### src/rtl/noc_pkg.sv
// Shared flit encodings and framing types for the NoC input port.
package noc_pkg;

   localparam logic [2:0] FLIT_HEADER = 3'b001;
   localparam logic [2:0] FLIT_BODY   = 3'b010;
   localparam logic [2:0] FLIT_TAIL   = 3'b100;

   localparam int FLIT_ID_MSB = 31;
   localparam int FLIT_ID_LSB = 29;
   localparam int DST_MSB     = 3;
   localparam int DST_LSB     = 0;

   typedef logic [2:0] flit_id_t;

   typedef enum logic {
      IDLE,
      PKT
   } state_t;

endpackage

### src/rtl/noc_fifo_mem.sv
// Flit storage: one synchronous write port, one asynchronous read port.
module noc_fifo_mem #(
   parameter int DATA_WIDTH = 32,
   parameter int DEPTH      = 4
) (
   input  logic                     clk,
   input  logic                     we,
   input  logic [$clog2(DEPTH)-1:0] waddr,
   input  logic [DATA_WIDTH-1:0]    wdata,
   input  logic [$clog2(DEPTH)-1:0] raddr,
   output logic [DATA_WIDTH-1:0]    rdata
);

   logic [DATA_WIDTH-1:0] mem [DEPTH];

   always_ff @(posedge clk) begin
      if (we) begin
         mem[waddr] <= wdata;
      end
   end

   assign rdata = mem[raddr];

endmodule

### src/rtl/noc_input_fifo.sv
// Router input buffer: FWFT flit FIFO with credit return and framing check.
module noc_input_fifo
   import noc_pkg::*;
#(
   parameter int DATA_WIDTH = 32,
   parameter int DEPTH      = 4
) (
   input  logic                     clk,
   input  logic                     rst,
   input  logic                     valid_in,
   input  logic [DATA_WIDTH-1:0]    flit_in,
   input  logic                     read_en,
   output logic                     credit_out,
   output logic                     empty,
   output flit_id_t                 flit_id,
   output logic [3:0]               dst_addr,
   output logic [DATA_WIDTH-1:0]    flit_out,
   output logic [$clog2(DEPTH):0]   count,
   output logic                     err_overflow,
   output logic                     err_proto
);

   localparam int AW = $clog2(DEPTH);
   localparam int CW = AW + 1;

   logic [AW-1:0] rd_ptr;
   logic [AW-1:0] wr_ptr;
   logic          full;
   logic          pop;
   logic          push;
   logic [3:0]    dst_reg;
   logic [3:0]    head_dst;
   state_t        state;

   assign empty = (count == '0);
   assign full  = (count == CW'(DEPTH));
   assign pop   = read_en & ~empty;
   assign push  = valid_in & (~full | pop);

   noc_fifo_mem #(
      .DATA_WIDTH(DATA_WIDTH),
      .DEPTH     (DEPTH)
   ) u_mem (
      .clk  (clk),
      .we   (push),
      .waddr(wr_ptr),
      .wdata(flit_in),
      .raddr(rd_ptr),
      .rdata(flit_out)
   );

   assign flit_id  = flit_out[FLIT_ID_MSB:FLIT_ID_LSB];
   assign head_dst = flit_out[DST_MSB:DST_LSB];

   // A header at the head announces its destination before it is popped
   assign dst_addr = (!empty && flit_id == FLIT_HEADER) ? head_dst : dst_reg;

   // Pointers are AW bits wide, so DEPTH-1 -> 0 wrap is natural
   always_ff @(posedge clk) begin
      if (!rst) begin
         rd_ptr       <= '0;
         wr_ptr       <= '0;
         count        <= '0;
         credit_out   <= 1'b0;
         err_overflow <= 1'b0;
      end else begin
         if (push) begin
            wr_ptr <= wr_ptr + 1'b1;
         end
         if (pop) begin
            rd_ptr <= rd_ptr + 1'b1;
         end
         count      <= count + CW'(push) - CW'(pop);
         credit_out <= pop;
         if (valid_in & full & ~pop) begin
            err_overflow <= 1'b1;
         end
      end
   end

   always_ff @(posedge clk) begin
      if (!rst) begin
         state     <= IDLE;
         dst_reg   <= '0;
         err_proto <= 1'b0;
      end else if (pop) begin
         if (flit_id == FLIT_HEADER) begin
            dst_reg <= head_dst;
         end
         case (state)
            IDLE: begin
               if (flit_id == FLIT_HEADER) begin
                  state <= PKT;
               end else begin
                  err_proto <= 1'b1;
               end
            end
            PKT: begin
               if (flit_id == FLIT_TAIL) begin
                  state <= IDLE;
               end else if (flit_id != FLIT_BODY) begin
                  err_proto <= 1'b1;
               end
            end
            default: state <= IDLE;
         endcase
      end
   end

endmodule

### config.mk
export PLATFORM = sky130hd
export DESIGN_NAME = noc_input_fifo
export DESIGN_NICKNAME = d
export VERILOG_FILES = /design/src/rtl/noc_pkg.sv /design/src/rtl/noc_fifo_mem.sv /design/src/rtl/noc_input_fifo.sv
export SDC_FILE = /design/constraint.sdc
export NUM_CORES = 1
export LEC_CHECK = 0
export CELL_PAD_IN_SITES_DETAIL_PLACEMENT = 0
export CELL_PAD_IN_SITES_GLOBAL_PLACEMENT = 1
export CORE_ASPECT_RATIO = 1.1
export CORE_UTILIZATION = 46
export DETAILED_ROUTE_END_ITERATION = 10
export GPL_TIMING_DRIVEN = 0
export PLACE_DENSITY_LB_ADDON = 0.3
export SLEW_MARGIN = 20
export SYNTH_ARGS = -nofsm -noshare
export SYNTH_HDL_FRONTEND = slang
export SYNTH_SLANG_ARGS = --single-unit
### constraint.sdc
create_clock -name clk -period 3.04 [get_ports clk]
set_input_delay 0.76 -clock clk [delete_from_list [all_inputs] [get_ports clk]]
set_output_delay 0.76 -clock clk [all_outputs]
set_load 0.05 [all_outputs]
# Yosys cells after proc, flatten, opt, wreduce, memory -nomap -nowiden
# Memories as Yosys holds them, arrays and structs flattened. A register that Yosys moved wholly into a read port is not among the register bits.
# Cells that the tools add are included.
[classes]
add_sub_neg = 4
n_eq_ne = 7
n_bitwise = 9
n_mux = 12
n_reduce_logical = 5
[ops]
columns = ["op", "count"]
rows = [
  ["1-bit two-way mux", 7],
  ["3-bit equality test, second input constant", 2],
  ["2-bit by 1-bit adder with 2-bit output, second input constant", 2],
  ["1-bit AND", 4],
  ["2-bit two-way mux", 2],
  ["4-bit two-way mux", 1],
  ["2-bit inequality test, second input constant", 2],
  ["1-bit inverter", 4],
  ["1-bit case mux with 2 select lines", 2],
  ["4-bit AND reduction", 1],
  ["3-bit by 1-bit adder with 3-bit output", 1],
  ["3-bit by 1-bit equality test with 1-bit output, second input constant", 1],
  ["3-bit zero test", 1],
  ["3-bit by 2-bit inequality test with 1-bit output, second input constant", 1],
  ["3-bit by 1-bit subtractor with 3-bit output", 1],
  ["2-bit by 1-bit inequality test with 1-bit output, second input constant", 1],
  ["2-bit AND reduction", 1],
  ["1-bit logical AND", 1],
  ["1-bit zero test", 1],
  ["1-bit bitwise OR", 1],
]
[word_totals]
elab_cells = 46
n_memories = 1
out_inout_bits = 46
register_bits = 15
inputBits = 36
mem_bits_rw = 128
[memory_table]
columns = ["memory", "words", "width", "rd", "rd_ports_with_merged_regs", "write_ports", "line_no", "rtl"]
rows = [
  ["u_mem.mem", 4, 32, 1, 1, 1, "noc_fifo_mem.sv:14", "logic [DATA_WIDTH-1:0] mem [DEPTH];"],
]

# Longest topological paths before layout
# Gate-level depths: netlist of the first run.
[logic_depth]
ltp_word = 7
depth_mapped = 11
depth_no_buf = 10

# Hierarchy
# Synthesis of the first run repeated with hierarchy kept, for this count alone.
[hier_totals]
cells_unflattened = 254
hier_area_um2 = 5482.8
[modules_own_cells]
columns = ["module", "cells_each", "n_inst", "area_each_um2"]
rows = [
  ["noc_fifo_mem", 171, 1, 4689.5],
  ["noc_input_fifo", 83, 1, 793.3],
]

# Worst setup path after synthesis of the first run
# OpenSTA, ideal clock, no wires.
[synth_timing]
path_kind = "register to output"
from = "register count[1]"
to = "output dst_addr[0]"
arrival_ns = 2.364
required_time_ns = 2.280
path_buffers = 0
setup_slack_ns = -0.084
path_stages_with_launch = 4
path_cell_list = "dfxtp_1 nor3_1 nor4_4 mux2_2"
[synth_via]
elab_chain_cells = 4
[synth_rtl]
columns = ["element", "line_no", "rtl"]
rows = [
  ["from (decl)", "noc_input_fifo.sv:18", "output logic [$clog2(DEPTH):0] count,"],
  ["from (signal assigned)", "noc_input_fifo.sv:73", "count <= count + CW'(push) - CW'(pop);"],
  ["3-bit zero test", "noc_input_fifo.sv:35", "assign empty = (count == '0);"],
  ["via empty", "noc_input_fifo.sv:14", "output logic empty,"],
  ["1-bit zero test", "noc_input_fifo.sv:56", "assign dst_addr = (!empty && flit_id == FLIT_HEADER) ? head_dst : dst_reg;"],
  ["1-bit logical AND", "noc_input_fifo.sv:56", ""],
  ["4-bit two-way mux", "noc_input_fifo.sv:56", ""],
  ["to (decl)", "noc_input_fifo.sv:16", "output logic [3:0] dst_addr,"],
]
# The timed path passes the listed nets, and every way through them passes these cells.

==> results of run 1 <==
## power groups by stage
stage          Combinational, mW  Clock (mW)  Sequential, mW
4_1_cts                     2.27        2.10            2.45
6_report                    2.24        2.06            2.45
2_1_floorplan               1.51           0            2.56
3_5_place_dp                2.28           0            2.49
5_1_grt                     2.37        2.19            2.47
3_3_place_gp                2.24           0            2.49
## final cells by class
| cell class | instances | area [µm²] | area share (%) |
|---|---|---|---|
| Buffer | 12 | 91.3 | 1.27 |
| Tap cell | 150 | 188 | 2.60 |
| Inverter | 9 | 33.8 | 0.468 |
| Multi-Input combinational cell | 91 | 1210 | 16.8 |
| Clock buffer | 19 | 433 | 6.00 |
| Sequential cell | 145 | 4190 | 58.0 |
| Clock inverter | 13 | 163 | 2.25 |
| Timing Repair Buffer | 92 | 915 | 12.7 |
## logic make-up after synthesis
family | Yosys count | share of synthesized area (%)
buffers and inverters | 21 | 1.85
and+or+nand+nor | 30 | 3.43
muxes | 37 | 14.2
AOI/OAI and AO/OA | 11 | 1.26
adders and majority gates | 7 | 1.74
DFF | 145 | 76.6
xor gates and xnor gates | 6 | 0.962
## layer usage
metal,vias up,GRT usage (%)
met3,8,5.58
met2,85,27.3
li1,1259,-
met1,1397,22.5
met5,-,0
met4,0,6.67
## layout by cell type (no fill, tap or decap), types with 2 or more instances in the layout
cell,synthesis,routed
clkinvlp_4,0,5
buf_4,3,10
buf_6,1,5
edfxtp_1,128,128
xnor2_1,4,4
nor2_1,8,8
clkdlybuf4s50_1,0,42
and2_1,6,2
dfxtp_1,17,16
a21oi_1,2,2
mux2_4,0,4
inv_1,8,7
nor4b_1,2,2
buf_12,0,2
clkdlybuf4s15_2,0,7
and2_2,0,4
buf_16,0,2
dlygate4sd2_1,0,14
clkinv_1,1,2
bufinv_16,0,3
buf_2,3,8
clkbuf_16,0,17
nand2_1,5,5
mux4_2,32,32
clkinv_4,0,2
nand3_1,4,4
o21ai_0,4,4
clkbuf_2,0,6
ha_1,6,6
xor2_1,2,2
clkbuf_1,3,4
buf_8,0,4
## worst max-delay path, delay by kind of cell, from the launching register on
family	cells	cell delay [ns]
multiplexers	2	0.87
flip-flops	1	0.32
buffers and inverters	3	0.42
AND/OR/NAND/NOR	1	0.30
## through the flow
stage               utilization (%)  setup TNS (ns)  power (mW)
floorplan                         -               0        4.07
global placement               56.0          -76.05        4.72
detailed placement             56.9           -9.90        4.77
CTS                            62.7          -0.652        6.82
global route                   62.5          -0.798        7.04
finish                         62.5          -0.210        6.75
## path summary, 6_finish.rpt
path | from | slack [ns] | cells after the start | end
min reg2reg | dst_reg[2] | 0.46 | 2 | dst_reg[2]
max reg2reg | count[2] | 0.52 | 9 | count[2]
min | dst_reg[2] | 0.46 | 2 | dst_reg[2]
max | register | -0.05 | 6 | dst_addr[1]
## what timing repair did
action	CTS	global route
resized for setup	121	19
pin swaps	1	1
setup endpoints to repair	37	21
buffers inserted	6	1
==> key figures, run 1 <==
Placed design
  – Port bufs: between 80 and 90
  – HPWL after DPL: 5.87 mm
  – Final GP Congestion: between 0.6 and 0.7
  – Place WS: -0.449 ns
  – Area post-placement: roughly 6600 µm²
  – Cells after DPL: between 400 and 500

Final layout
  – # fillers: 840
  – Share of cells above drive strength 1: approximately a third
  – Post-route insts no fill: around 530
  – # diodes: 0
  – Max FFs per register: about 130
  – Nets@finish: just over 400
  – Finished Cell Area: 7220 µm²
  – Area Overhead vs Synth: 32.1%

Synth
  – Synth top area share: 70.3%
  – Post-synthesis sequential area ratio: approximately three quarters
  – Async SR Flop Fraction: 0%
  – Syn Std Cell Area: roughly 5500 µm²
  – Warnings from Yosys: 0
  – Mapped Cells: ~260
  – Synth unique cells: 32
  – Number of synthesized flops with an enable pin: 128
  – Synthesized area per cell: 21.3 µm²
  – Synth top cells by count: edfxtp_1, mux4_2, dfxtp_1
  – Top FF cell, synth: edfxtp_1
  – Synth area leader: edfxtp_1
  – Most common cell in the synthesized netlist: edfxtp_1
  – Synth top area cells: edfxtp_1, mux4_2, dfxtp_1
  – Yosys reg bits: roughly 150
  – Synthesized net count: 300

Timing
  – Max-slew violations: 0
  – Fmax: around 320 MHz
  – Setup slack after layout: -0.0540 ns
  – Layout Skew: 0.00646 ns
  – Slew @ Worst Pin: approximately 0.6 ns
  – RSZ-0062 raised after global routing: true
  – Final setup vio count: 4
  – Relative slew margins: about three fifths
  – Final hold vios: 0
  – Minimum clock period: approximately 3.1 ns
  – Hold slack: ~0.46 ns
  – Final worst path period share: 102%

Min path
  – Worst hold-check path type: register to register

Floorplanning
  – Initial core utilization: 47.3%
  – Die X: between 100 and 150 µm
  – Die H: about 120 µm
  – Core area: roughly 12000 µm²
  – Site Rows: 41
  – Full die area: between 10000 and 15000 µm²
  – I/O pin total: a little over 80

Clocking
  – CTS sink cnt: about 150
  – Clk Latency, worst-skew pair: 0.41 ns
  – Longest Clk Path Bufs: 2
  – Total CTS buffers: 17
  – H-tree Lvls: 4
  – CTS root buf: clkbuf_16
  – Clock transition at the registers of the reported paths: 0.06 ns
  – CTS tree: yes
  – Hold Buf Count CTS: 0

Setup path
  – Crit path required time: between 2 and 2.5 ns
  – Most frequent CP cell: buf_6
  – Worst-path fanout max: 4
  – Startpoint Class: register
  – CP Class: register to output port
  – Crit path max-delay cell type: mux4_2
  – Crit-path cells: buf_6, mux4_2, nor4_4, buf_6, mux2_4, buf_8
  – Crit path DAT: 2.33 ns
  – Worst Setup End Kind: output port
  – Slowest cell delay on critical path: 0.56 ns

Route
  – Drc violations: 0
  – DR vias: between 2000 and 3000
  – Initial DRC count: ~90
  – DR WL/cell: around 18 µm
  – WL met3: 480 µm
  – Drt pass-1 iters: 4
  – Met2 wire length: 4.80 mm
  – Final WL: roughly 9.5 mm
  – WL met1: 4.16 mm
  – Uppermost routed layer: met4
  – Routed Antenna Nets: 0
  – Post-DR vias/cell: 5.18

GRT
  – Vias in the first global route: approximately 2800
  – GR Overflow Total: 0
  – GRT Total Usage: between 15 and 20%
  – Initial antenna violation count: 0
  – First-pass GRT wire length: approximately 15 mm
  – Largest net degree at the start of global routing: 27

Power and ir drop
  – Seq pwr share: 36.3%
  – Sw frac: about 33%
  – Clk pwr share: a little over 30%
  – Leakage: around 2.5 nW
  – P per Cell Area: 935 nW/µm²
  – Peak supply drop: 456 µV
  – Internal: 4.49 mW
  – Sw power: around 2.3 mW
  – Logic pwr share: 33.1%

Outcome
  – Failing checks: negative setup slack
  – Status: finished with violations

Run
  – Max-cap viol count: 0
(Power assumes the default switching activity.)
==> run 2, diff against run 1 <==
CAP_MARGIN = 20   (was default)
CORE_ASPECT_RATIO = 0.6   (was 1.1)
==> key figures, run 2 (synthesis results as in run 1) <==
Setup path
  – Most frequent CP cell: buf_6
  – Crit path DAT: 2.34 ns (about the same)
  – Startpoint Class: register
  – Worst Setup End Kind: output port
  – Slowest cell delay on critical path: 0.56 ns (about the same)
  – WP buf/inv: 3 (unchanged)
  – Worst R2R Start: count[2]
  – Worst-path fanout max: 5 (+1)
  – Crit path required time: 2.28 ns (about the same)
  – Worst reg2reg endpoint: count[2]
  – Slack of the worst reg-to-reg path: 0.43 ns (-0.09 ns)
  – CP Class: register to output port
  – Largest delay contributor family on the critical path: multiplexers
  – Worst R2R Path Depth: 9 (unchanged)
  – Crit path max-delay cell type: mux4_2
  – Crit-path cells: buf_6, mux4_2, nor4_4, buf_6, mux2_4, buf_8

Min path
  – Hold_sp: dst_reg[2]
  – Min-Delay Endpoint: dst_reg[2]
  – Worst hold-check path type: register to register
  – Hold Crit Depth: 2 (unchanged)

Final layout
  – # diodes: 0 (unchanged)
  – Commonest non-fill, non-tap cell in the layout: edfxtp_1
  – Nets@finish: 408 (-0.73%)
  – Most frequent cells in the layout: edfxtp_1, clkdlybuf4s50_1, mux4_2
  – # fillers: 811 (-3.5%)
  – Share of cells above drive strength 1: 31.5% (about the same)
  – Area Overhead vs Synth: 33.1%
  – Max FFs per register: 128 (unchanged)
  – Core Util, Final: 63.5% (+0.98 points)

Floorplanning
  – Initial core utilization: 47.7% (+0.39 points)
  – Full die area: 12300 µm² (+0.11%)
  – Die X: 143 µm (+35%)
  – I/O pin total: 82 (unchanged)
  – Die H: 86.4 µm (-26%)
  – Core area: 11400 µm² (-0.81%)
  – Site Rows: 30 (-27%)

Timing
  – Minimum clock period: 3.10 ns (+0.00781 ns)
  – Fmax: 322 MHz (-0.25%)
  – RSZ-0062 raised after global routing: true
  – Final worst path period share: 102% (+0.26 points)
  – Setup slack after layout: -0.0618 ns (-0.00781 ns)
  – Max-slew violations: 0 (unchanged)
  – Final hold vios: 0 (unchanged)
  – Relative slew margins: 58.5% (-1.1 points)
  – Slew @ Worst Pin: 0.619 ns (+0.0161 ns)
  – Layout Skew: 0.00951 ns (+0.00306 ns)
  – Final setup vio count: 4 (unchanged)
  – Hold slack: 0.463 ns (+0.00430 ns)

Clocking
  – CTS tree: yes
  – CTS sink cnt: 145 (unchanged)
  – Clk Latency, worst-skew pair: 0.41 ns (about the same)
  – Longest Clk Path Bufs: 2 (unchanged)
  – CTS root buf: clkbuf_16
  – Total CTS buffers: 17 (unchanged)
  – Hold Buf Count CTS: 0 (unchanged)
  – H-tree Lvls: 4 (unchanged)
  – Clock transition at the registers of the reported paths: 0.06 ns (about the same)

Route
  – Initial DRC count: 193 (+110%)
  – Routed Antenna Nets: 0 (unchanged)
  – Post-DR vias/cell: 5.03 (-2.9%)
  – DR WL/cell: 18.6 µm (+3.4%)
  – Final WL: 9.99 mm (+4.7%)
  – DR vias: 2705 (-1.6%)
  – Drc violations: 0 (unchanged)
  – Drt pass-1 iters: 4 (unchanged)

Power and ir drop
  – Leakage: 2.48 nW (+0.65%)
  – Pwr Total: 6.90 mW (+2.2%)
  – P per Cell Area: 948 nW/µm² (+1.4%)
  – Peak supply drop: 422 µV (-7.3%)

GRT
  – GR Overflow Total: 0 (unchanged)
  – First-pass GRT wire length: 15.4 mm (+1.6%)
  – Vias in the first global route: 2807 (-0.14%)
  – Largest net degree at the start of global routing: 21 (-22%)
  – GRT Total Usage: 17.8% (+0.60 points)
  – Initial antenna violation count: 0 (unchanged)

Outcome
  – Status: finished with violations
  – Failing checks: negative setup slack

Placed design
  – HPWL after DPL: 6.38 mm (+8.8%)
  – Final GP Congestion: 0.677 (-3.1%)
  – Port bufs: 81 (unchanged)
  – Place WS: -0.435 ns (+0.0144 ns)

Run
  – Max-cap viol count: 0 (unchanged)
[run 2: cell types whose count changed in the layout (fill, tap and decap cells not counted), moves of 2 or more]
cell and change:
clkbuf_2 -5, buf_2 +4, buf_4 -3, inv_6 +3, buf_12 -2, buf_16 +2
buf_6 -2, clkbuf_1 -2, clkdlybuf4s15_2 +2
[run 2: per-layer routing]
| layer | up-vias | GRT usage (%) | wire, µm | part of all wire, % |
|---|---|---|---|---|
| li1 | 1254 | - | - | - |
| met1 | 1358 | 23.9 | 4520 | 45 |
| met2 | 78 | 27.3 | 4800 | 48 |
| met3 | 15 | 5.91 | 530 | 5.3 |
| met4 | 0 | 7.14 | 133 | 1.3 |
| met5 | - | 0 | 0 | 0 |
[run 2: worst max-delay path by stage]
| stage | from | to | slack [ns] | cells after the start |
|---|---|---|---|---|
| floorplan | register | dst_addr[0] | 0.23 | 4 |
| global placement | read_en | u_mem.mem[0][12] | -0.52 | 5 |
| detailed placement | register | flit_out[15] | -0.44 | 4 |
| CTS | register | flit_out[15] | -0.11 | 5 |
| global route | register | dst_addr[0] | -0.14 | 6 |
| finish | register | dst_addr[2] | -0.06 | 6 |
[run 2: tightest hold or removal path, delay by kind of cell (launching register included)]
kind	cells	cell delay, ns
AO/OA/AOI/OAI	1	0.06
flip-flops	1	0.31
AND/OR/NAND/NOR	1	0.05
[run 2: repair_timing]
| action | 4_1_cts | 5_1_grt |
|---|---|---|
| gates resized for setup | 122 | 21 |
| setup buffers | 3 | 1 |
| cloned | 0 | 0 |
| hold endpoints to repair | 0 | 0 |
| setup endpoints to repair | 37 | 23 |
| pin swaps | 1 | 1 |
[run 2: power by group]
group          leakage (nW)  switching (mW)  internal (mW)
logic                 0.871            1.42          0.829
clock network         0.297           0.812           1.38
registers              1.31          0.0850           2.37
[run 2: area by class of cell]
class                      instances  area, µm²  area share [%]
clock buffer                      17        425            5.85
tap                              160        200            2.75
multi-input combinational         91       1210            16.6
sequential                       145       4190            57.6
clock inverter                    15        208            2.86
timing repair buffer              89        917            12.6
inverter                           9       33.8           0.465
buffer                            12       92.6            1.27
[run 2: metrics by stage]
step | cell area, µm² | instances | setup TNS [ns]
after floorplan | 5470 | 257 | 0
after global placement | 6480 | 498 | -70.45
after detailed placement | 6600 | 502 | -9.67
after CTS | 7310 | 537 | -0.430
after global routing | 7270 | 538 | -0.628
final | 7270 | 538 | -0.238
==> run 3, diff against run 2 <==
SETUP_SLACK_MARGIN = 0.4   (was default)
==> key figures, run 3 (synthesis results as in run 1) <==
Power and ir drop
  – Logic pwr share: 37.8% (+5.3 points)
  – Internal: 4.94 mW (+7.9%)
  – Seq pwr share: 33.6% (-2.0 points)
  – Sw power: 2.41 mW (+4.0%)
  – Leakage: 2.68 nW (+7.8%)
  – Sw frac: 32.7% (-0.80 points)
  – Clk pwr share: 28.6% (-3.2 points)
  – P per Cell Area: 962 nW/µm² (+1.4%)
  – Peak supply drop: 514 µV (+22%)

Min path
  – Hold Crit Depth: 2 (unchanged)
  – Worst hold-check path type: register to register

Floorplanning
  – Die X: 143 µm (unchanged)
  – Site Rows: 30 (unchanged)
  – Initial core utilization: 47.7% (unchanged)
  – Core area: 11400 µm² (unchanged)
  – I/O pin total: 82 (unchanged)
  – Die H: 86.4 µm (unchanged)
  – Full die area: 12300 µm² (unchanged)

Timing
  – Final setup TNS: -0.239 ns (-0.00114 ns)
  – Relative slew margins: 65.2% (+6.8 points)
  – RSZ-0062 raised after global routing: true
  – Hold slack: 0.460 ns (-0.00308 ns)
  – Final hold vios: 0 (unchanged)
  – Layout Skew: 0.00833 ns (-0.00118 ns)
  – Final worst path period share: 102% (+0.19 points)
  – Slew @ Worst Pin: 0.520 ns (-0.0994 ns)
  – Max-slew violations: 0 (unchanged)
  – Final setup vio count: 4 (unchanged)
  – Minimum clock period: 3.11 ns (+0.00571 ns)
  – Setup slack after layout: -0.0675 ns (-0.00571 ns)
  – Fmax: 322 MHz (-0.18%)

Final layout
  – Max FFs per register: 128 (unchanged)
  – Commonest non-fill, non-tap cell in the layout: edfxtp_1
  – # diodes: 0 (unchanged)
  – # fillers: 761 (-6.2%)
  – Nets@finish: 424 (+3.9%)
  – Core Util, Final: 66.8% (+3.2 points)
  – Most frequent cells in the layout: edfxtp_1, clkdlybuf4s50_1, mux4_2
  – Share of cells above drive strength 1: 38.3% (+6.8 points)
  – Area Overhead vs Synth: 39.9%
  – Post-route insts no fill: 554 (+3.0%)

Route
  – Final WL: 10.4 mm (+3.8%)
  – Post-DR vias/cell: 5.06 (+0.63%)
  – Initial DRC count: 159 (-18%)
  – Routed Antenna Nets: 0 (unchanged)
  – DR vias: 2803 (+3.6%)
  – Drt pass-1 iters: 4 (unchanged)
  – DR WL/cell: 18.7 µm (+0.85%)
  – Drc violations: 0 (unchanged)

Run
  – Max-cap viol count: 0 (unchanged)

GRT
  – GRT Total Usage: 17.8% (-0.086 points)
  – Vias in the first global route: 2708 (-3.5%)
  – First-pass GRT wire length: 15.1 mm (-2.1%)
  – Initial antenna violation count: 0 (unchanged)
  – Largest net degree at the start of global routing: 26 (+24%)
  – GR Overflow Total: 0 (unchanged)

Clocking
  – Longest Clk Path Bufs: 2 (unchanged)
  – Clk Latency, worst-skew pair: 0.41 ns (about the same)
  – H-tree Lvls: 4 (unchanged)
  – CTS tree: yes
  – Hold Buf Count CTS: 0 (unchanged)
  – Clock transition at the registers of the reported paths: 0.06 ns (about the same)
  – Total CTS buffers: 17 (unchanged)
  – CTS sink cnt: 145 (unchanged)
  – CTS root buf: clkbuf_16

Setup path
  – Worst R2R Path Depth: 9 (unchanged)
  – Worst Setup End Kind: output port
  – Worst path depth: 6 (unchanged)
  – Startpoint Class: register
  – Crit path max-delay cell type: mux4_2
  – Slowest cell delay on critical path: 0.56 ns (about the same)
  – Crit-path cells: buf_6, mux4_2, nor4_4, buf_6, mux2_4, buf_8
  – CP Class: register to output port
  – Most frequent CP cell: buf_6
  – WP buf/inv: 3 (unchanged)
  – Crit path DAT: 2.35 ns (about the same)
  – Worst-path fanout max: 5 (unchanged)
  – Crit path required time: 2.28 ns (about the same)
  – Largest delay contributor family on the critical path: multiplexers

Outcome
  – Status: finished with violations
  – Failing checks: negative setup slack

Placed design
  – Place WS: -0.429 ns (+0.00583 ns)
  – Port bufs: 81 (unchanged)
  – HPWL after DPL: 6.22 mm (-2.5%)
  – Cells after DPL: 502 (unchanged)
  – Final GP Congestion: 0.684 (+1.0%)
[run 3: changes by cell type in the layout (fill, tap and decap cells not counted), moves of 5 or more]
cell             previous run  this run
clkdlybuf4s15_2             9         1
buf_12                      0         5
buf_2                      12         4
buf_4                       7        17
dlygate4sd2_1              13         1
buf_6                       3        10
buf_8                       5        31
[run 3: final timing paths]
check	slack, ns	to	from
worst min-delay path	0.46	dst_reg[1]	dst_reg[1]
worst min register to register	0.46	dst_reg[1]	dst_reg[1]
worst max-delay path	-0.07	dst_addr[0]	register
worst max register to register	0.64	count[2]	count[1]
[run 3: power by group through the flow]
stage | registers, mW | clock network (mW) | logic (mW)
detailed placement | 2.50 | 0 | 2.29
floorplan | 2.56 | 0 | 1.52
global placement | 2.49 | 0 | 2.25
CTS | 2.46 | 2.14 | 2.20
global route | 2.49 | 2.23 | 2.91
finish | 2.47 | 2.10 | 2.78
[run 3: layer usage]
layer / vias to the layer above / part of all wire, % / track usage, %
met5: - / 0 / 0
li1: 1284 / - / -
met4: 0 / 1.0 / 7.72
met1: 1441 / 47 / 24.8
met2: 66 / 48 / 25.7
met3: 12 / 4.0 / 5.80
[run 3: tightest hold or removal path: stages, from the launching register on]
cell and delay (ns):
dfxtp_1 0.31, nand2_1 0.05, o21ai_0 0.06
[run 3: metrics by stage]
| stage | total power, mW | instance area [µm²] |
|---|---|---|
| 2_1_floorplan | 4.08 | 5490 |
| 3_3_place_gp | 4.74 | 6500 |
| 3_5_place_dp | 4.79 | 6600 |
| 4_1_cts | 6.80 | 7130 |
| 5_1_grt | 7.62 | 7640 |
| 6_report | 7.35 | 7640 |
[run 3: area by class of cell]
| cell class | count | area (µm²) | share of cell area, % |
|---|---|---|---|
| plain buffers | 12 | 129 | 1.69 |
| flip-flops and latches | 145 | 4190 | 54.8 |
| well taps | 160 | 200 | 2.62 |
| clock buffers | 20 | 447 | 5.84 |
| clock inverters | 12 | 158 | 2.06 |
| multi-input cells | 91 | 1230 | 16.1 |
| inverters | 9 | 33.8 | 0.442 |
| repair buffers | 105 | 1260 | 16.4 |
[run 3: timing repair]
item	CTS	global route
gates cloned	0	2
setup endpoints to repair	42	36
buffers inserted	5	13
pin swaps	1	0
resized for setup	220	135
